==> src/rtl/simmem_release_scheduler.sv <==
// Round-robin release scheduler: picks one releasable delay-bank entry at a time
// and offers its index downstream on a valid/ready handshake.
module simmem_release_scheduler #(
   parameter int unsigned NumEntries = 16,
   parameter int unsigned IdxWidth   = $clog2(NumEntries),
   parameter int unsigned CntWidth   = 16
) (
   input  logic                  clk_i,
   input  logic                  rst_ni,
   input  logic [NumEntries-1:0] release_en_i,
   input  logic                  enable_i,
   output logic                  out_valid_o,
   input  logic                  out_ready_i,
   output logic [IdxWidth-1:0]   out_idx_o,
   output logic [NumEntries-1:0] address_released_onehot_o,
   output logic [CntWidth-1:0]   grant_cnt_o,
   input  logic                  clear_cnt_i
);

   typedef enum logic {
      IDLE,
      OFFER
   } state_e;

   state_e                state_q;
   logic [IdxWidth-1:0]   rr_ptr_q;

   logic                  hs;
   logic [NumEntries-1:0] cur_onehot;
   logic [NumEntries-1:0] eligible;
   logic [IdxWidth-1:0]   next_ptr;
   logic [IdxWidth-1:0]   search_base;
   logic [IdxWidth-1:0]   pos;
   logic [IdxWidth-1:0]   sel_idx;
   logic                  sel_found;

   assign hs = out_valid_o & out_ready_i;

   always_comb begin
      cur_onehot            = '0;
      cur_onehot[out_idx_o] = 1'b1;
   end

   // The entry being released still shows up in release_en_i this cycle.
   assign eligible = release_en_i & ~(hs ? cur_onehot : '0);

   assign next_ptr = (out_idx_o == IdxWidth'(NumEntries - 1)) ? '0
                                                              : out_idx_o + IdxWidth'(1);

   // After a handshake the search already starts past the entry being released.
   assign search_base = hs ? next_ptr : rr_ptr_q;

   always_comb begin
      sel_found = 1'b0;
      sel_idx   = '0;
      pos       = '0;
      for (int unsigned i = 0; i < NumEntries; i++) begin
         pos = IdxWidth'((32'(search_base) + i) % NumEntries);
         if (!sel_found && eligible[pos]) begin
            sel_found = 1'b1;
            sel_idx   = pos;
         end
      end
   end

   assign address_released_onehot_o = hs ? cur_onehot : '0;

   always_ff @(posedge clk_i) begin
      if (!rst_ni) begin
         state_q     <= IDLE;
         out_valid_o <= 1'b0;
         out_idx_o   <= '0;
         rr_ptr_q    <= '0;
         grant_cnt_o <= '0;
      end else begin
         if (clear_cnt_i) begin
            grant_cnt_o <= '0;
         end else if (hs && (grant_cnt_o != '1)) begin
            grant_cnt_o <= grant_cnt_o + CntWidth'(1);
         end

         case (state_q)
            IDLE: begin
               if (enable_i && sel_found) begin
                  out_idx_o   <= sel_idx;
                  out_valid_o <= 1'b1;
                  state_q     <= OFFER;
               end
            end
            OFFER: begin
               if (hs) begin
                  rr_ptr_q <= next_ptr;
                  if (enable_i && sel_found) begin
                     out_idx_o <= sel_idx;
                  end else begin
                     out_valid_o <= 1'b0;
                     state_q     <= IDLE;
                  end
               end
            end
            default: begin
               out_valid_o <= 1'b0;
               state_q     <= IDLE;
            end
         endcase
      end
   end

endmodule

==> config.mk <==
export PLATFORM = sky130hd
export DESIGN_NAME = simmem_release_scheduler
export DESIGN_NICKNAME = d
export VERILOG_FILES = /design/src/rtl/simmem_release_scheduler.sv
export SDC_FILE = /design/constraint.sdc
export NUM_CORES = 1
export LEC_CHECK = 0
export CAP_MARGIN = 30
export CORE_ASPECT_RATIO = 0.75
export CORE_MARGIN = 4
export CORE_UTILIZATION = 40
export DETAILED_ROUTE_END_ITERATION = 16
export GPL_TIMING_DRIVEN = 0
export PLACE_DENSITY = 0.6
export SYNTH_ARGS = -nofsm -noshare
export SYNTH_HDL_FRONTEND = slang
export SYNTH_SLANG_ARGS = --single-unit
export TNS_END_PERCENT = 100
==> constraint.sdc <==
create_clock -name clk_i -period 5.5 [get_ports clk_i]
set_input_delay 0.825 -clock clk_i [delete_from_list [all_inputs] [get_ports clk_i]]
set_output_delay 0.825 -clock clk_i [all_outputs]
set_load 0.05 [all_outputs]
== Word-level counts from Yosys, hierarchy flattened ==
Index checks and enable logic that the tools add are counted.
Storage, ports and cells
  register bits: 26
  bits of input ports: 21
  output and inout port bits: 37
  word-level logic and storage cells: 164
Cells by class
  add/sub/neg operators: 17
  order comparisons: 18
  eq/ne operators: 5
  mux-type cells: 79
  bitwise logic cells: 5
  reduce and logical (&&, ||, !) cells: 35
Operators by type and width (count)
  $lt A4 B5 Y1 const B: 17
  $mux W4: 20
  $bmux W1 S4: 16
  $mux W1: 38
  $add A4 B4 Y4 const B: 8
  $logic_and A1 B1 Y1: 18
  $add A16 B1 Y16 const B: 1
  $add A4 B3 Y4 const B: 4
  $and A16 B16 Y16: 1
  $mux W16: 1
  $ne A16 B16 Y1 const B: 1
  $not A16 Y16: 1
  $logic_not A1 Y1: 15
  $add A4 B1 Y4 const B: 2
  $add A4 B2 Y4 const B: 2
  $pmux W4 S2: 1
  $demux W1 S4: 1
  $eq A4 B4 Y1 const B: 1
  $ge A4 B1 Y1 const B: 1
  $ne A2 B2 Y1 const B: 2
  $pmux W1 S2: 2
  $reduce_and A3 Y1: 1
  $ne A2 B1 Y1 const B: 1
  $not A1 Y1: 2
  2 further kinds: 2

== Logic depth before layout (Yosys ltp) ==
  depth after elaboration: 59
  depth in mapped cells: 20
  mapped depth without buffers: 16

== Least setup slack after synthesis ==
OpenSTA, ideal clock, no wires.
  path type: register to register
  start point: register out_idx_o[0]
  end point: register out_idx_o[2]
  library setup time: 123 ps
  arrival: 4803 ps
  data required time: 5377 ps
  setup slack: 574 ps
  cell stages (with the launch flop): 18
  buffers on the path: 2
  period minus slack after synthesis: 4926 ps
  path through: dfxtp_1 -> inv_1 -> ha_1 -> and3_1 -> a21oi_1 -> inv_1 -> clkbuf_1 -> ha_1 -> inv_1 -> clkbuf_1 -> mux4_2 -> nor2b_4 -> a21o_4 -> nor4_4 -> nand4_4 -> or4_1 -> o2111ai_1 -> a21oi_1
Between the ends
  elaborated cells between the ends (all ways): 125
  those cells by class: 16 x add/sub; 2 x order compare; 1 x eq/ne; 72 x mux; 2 x bitwise; 32 x reduce/logical
RTL lines
  start: declaration: line 14  | output logic [IdxWidth-1:0] out_idx_o,
  start signal: assignment: line 85  | out_idx_o <= sel_idx;
  start signal: assignment: line 94  | out_idx_o <= sel_idx;
  $add A4 B1 Y4 / $eq A4 B4 Y1 (equally long branches): line 48, 47
  $mux W4 (*): line 47  | assign next_ptr = (out_idx_o == IdxWidth'(NumEntries - 1)) ? '0
  $mux W4 (*): line 51  | assign search_base = hs ? next_ptr : rr_ptr_q;
  via search_base[1]: line 32  | logic [IdxWidth-1:0] search_base;
  parallel branches: the longest is 49 deep, another holds $add A4 B1 Y4
  $mux W4 (*): line 84, 93
  $mux W4: line 91  | if (hs) begin
  $pmux W4 S2 (*): line 82  | case (state_q)
Mark *: on every way through the listed nets, which the timed path passes. The select of a mux whose other input is x is not followed.
A chain may end at the register's enable or synchronous reset.

== Final worst setup path ==
  start point: input out_ready_i
  end point: register out_idx_o[2]
Between the ends
  elaborated cells between the ends (all ways): 119
  those cells by class: 15 x add/sub; 1 x eq/ne; 69 x mux; 3 x bitwise; 31 x reduce/logical
RTL lines
  start: declaration: line 13  | input logic out_ready_i,
  $and A1 B1 Y1 (*): line 37  | assign hs = out_valid_o & out_ready_i;
  $mux W4 (*): line 51
  via search_base[1]: line 32
  parallel branches: the longest is 49 deep, another holds $add A4 B1 Y4
  $mux W4 (*): line 84, 93
  $mux W4: line 91
  $pmux W4 S2 (*): line 82
Marked as above.

==> summary.md <==
| Metric | Value |
|---|---|
| Setup WS pre-CTS | -0.768 ns |
| Fill count | 969 |
| DP HPWL | 11400 um |
| Post-Synthesis Cells | 517 |
| Die Ht | 94.5 um |
| Area grow syn2layout | 23.5% |
| Die ar. | 0.0117 sq mm |
| Post-synthesis cell type count | 75 |
| Critical path arrival | 5.47 ns |
| ANT cells | 0 |
| Final ANT Viol Nets | 0 |
| Warnings from Yosys | 0 |
| 1st-pass router iterations | 6 |
| Number of flops mapped to enable cells by yosys | 0 |
| DRT met1 WL | 6980 um |
| WL met3 | 1590 um |
| Critical path endpoint category | register |
| Final period util | 96.9% |
| Initial core utilization | 41.2% |
| CTS Buf Count | 3 |
| Critical path launch point type | input port |
| Multiplexer share of the synthesized area | 20.2% |
| Post-Syn Area per Cell | 7.72 sq um |
| Post-Synth Adder-Cell Area | 1.88% |
| HP Class | reg2reg |
| Xor and xnor area share after synthesis | 6.30% |
| Clock sink total | 26 |
| Average wire per standard cell | 20.1 um |
| Predominant post-synthesis flop cell | dfxtp_1 |
| Pleak | 1.74 nW |
| All-layer global routing usage | 24.3% |
| Async set-reset flop share out of synthesis | 0% |
| Initial antenna violation count | 0 |
| Slew headroom | 38.5% |
| IO buf count | 57 |
| CP max FO | 10 |
| DR vias | 4456 |
| Status | finished, final reports clean |
| Req. time, crit path | 5.64 ns |
| Sequential share of the synthesized area | 13.0% |
| Simple-gate share of the synthesized area | 25.0% |
| Metal2 WL | 5730 um |
| Maxcap violations | 0 |
| Placer Congestion | 0.989 |
| Final Hold Fails | 0 |
| Main combinational cell family by area after synthesis | compound AO/OA/AOI/OAI gates |
| Root buffer cell | clkbuf_16 |
| # H-tree levels | 1 |
| Vias in the first global route | 4051 |
| First-pass GRT wire length | 22400 um |
| DRC Markers | 0 |
| Peak supply drop | 0.140 mV |
| Die W | 123 um |
| Row Count | 31 |
| DRT iter0 DRCs | 655 |
| Vias/cell | 6.23 |
| Remaining global-route overflow | 0 |
| Top Metal Used | met4 |
| CP Class | in2reg |
| Final setup margin | 0.173 ns |
| Fmax | 188 MHz |
| Min Tclk post-route | 5.33 ns |
| Synth Net Count | 544 |
| PD cells | 230 mW/mm^2 |
| Routed WL | 14400 um |
| I/O pins | 58 |
| Clk slew on worst S/H paths | 0.06 ns |
| Final nets | 611 |
| Final setup vio count | 0 |
| Largest net degree at the start of global routing | 15 |
| Fin. max-slew vios | 0 |
| Clock Tree Buf Depth | 2 |
| Share of layout cells above drive strength 1 | 13.2% |
| # hold bufs at CTS | 0 |
| Post-synthesis compound-gate area fraction | 29.1% |
| CTS tree | built |
| Actual slew at the worst max-slew pin | 0.915 ns |
| Post-Route Skew | 0.00234 ns |
| Synth Register Bits | 26 |
| Synthesized area | 0.00399 sq mm |
| Core ar. | 0.00970 sq mm |
| Hold Worst Slack | 0.514 ns |
| Clk_lat worst skew | 0.26 ns |
-- cell type report --
class / instances / area [sq um] / area share, %
inverter: 10 / 37.5 / 0.762
multi-input combinational: 453 / 3360 / 68.1
clock buffer: 4 / 88.8 / 1.80
sequential: 26 / 520 / 10.6
timing repair buffer: 63 / 616 / 12.5
tap: 132 / 165 / 3.35
buffer: 27 / 144 / 2.92
-- worst max-delay path, stage by stage --
cell and delay [ns]:
clkdlybuf4s50_1 0.49, buf_6 0.14, nand2_1 0.20, a21oi_4 0.26
inv_1 0.16, clkbuf_2 0.26, ha_2 0.37, inv_1 0.10
clkbuf_4 0.23, mux4_2 0.61, nor2b_4 0.18, a21o_4 0.26
nor4_4 0.39, nand4_4 0.22, or4_1 0.54, o2111ai_1 0.12
a21oi_1 0.09
-- flip-flops by register name (all words and copies together), names as in the netlist --
register,count
state_q,1
out_valid_o,1
rr_ptr_q,4
out_idx_o,4
grant_cnt_o,16
-- cells by family after synthesis --
family	Yosys count
and+or+nand+nor	188
AOI/OAI and AO/OA	170
muxes	62
buffers and inverters	38
xor gates and xnor gates	27
DFF	26
adders and majority gates	6
-- final timing paths --
kind                   startpoint         endpoint  slack, ns  depth (start not counted)
setup / recovery      out_ready_i     out_idx_o[2]       0.17                         17
hold reg to reg   grant_cnt_o[12]  grant_cnt_o[12]       0.51                          2
hold / removal    grant_cnt_o[12]  grant_cnt_o[12]       0.51                          2
setup reg to reg     out_idx_o[1]     out_idx_o[2]       0.40                         14
-- synth_stat cells, drive strengths merged, types with 15 or more instances --
cell type / instances / area, sq um
a21boi: 17 / 128
o21ai: 28 / 144
nand2: 37 / 139
and2: 20 / 128
a21oi: 38 / 190
mux2i: 32 / 345
nor2: 55 / 206
clkbuf: 17 / 63.8
mux2: 20 / 236
dfxtp: 26 / 521
xnor2: 15 / 146
nand3: 18 / 90.1
-- through the flow --
step | instance area (sq um) | cells | TNS, ns | util, % | power, W
CTS | 4850 | 711 | 0 | 50.1 | 0.00110
global placement | 4730 | 706 | -3.45 | 48.7 | 0.000905
detailed placement | 4730 | 707 | -3.62 | 48.8 | 0.000911
finish | 4930 | 715 | 0 | 50.8 | 0.00113
global route | 4930 | 715 | -0.0423 | 50.8 | 0.00120
floorplan | 3990 | 517 | 0 | - | 0.000721
-- metal layers --
| layer | vias up | global-route usage (%) |
|---|---|---|
| li1 | 2098 | - |
| met1 | 2081 | 37.8 |
| met2 | 263 | 34.7 |
| met3 | 14 | 4.97 |
| met4 | 0 | 3.13 |
| met5 | - | 0 |
-- cells in the final DEF, fill, tap and decap left out, types with 17 or more instances in the layout --
| master | Yosys | layout |
|---|---|---|
| clkdlybuf4s50_1 | 0 | 57 |
| nor2_1 | 55 | 55 |
| nand2_1 | 37 | 37 |
| a21oi_1 | 38 | 35 |
| mux2i_1 | 30 | 28 |
| dfxtp_1 | 26 | 26 |
| o21ai_0 | 25 | 24 |
| and2_1 | 19 | 19 |
| nand3_1 | 18 | 18 |
| mux2_2 | 17 | 17 |
| a21boi_0 | 17 | 17 |
-- power by group --
part | internal (W) | switching (W) | leakage [nW]
clock | 0.000111 | 0.0000630 | 0.0442
combinational | 0.000287 | 0.000466 | 1.48
sequential | 0.000194 | 0.0000107 | 0.211
-- timing repair --
item,4_1_cts,5_1_grt
resized for setup,7,13
setup buffers,0,5
setup endpoints to repair,6,5
pin swaps,0,1
Power figures use the tool's default switching activity.
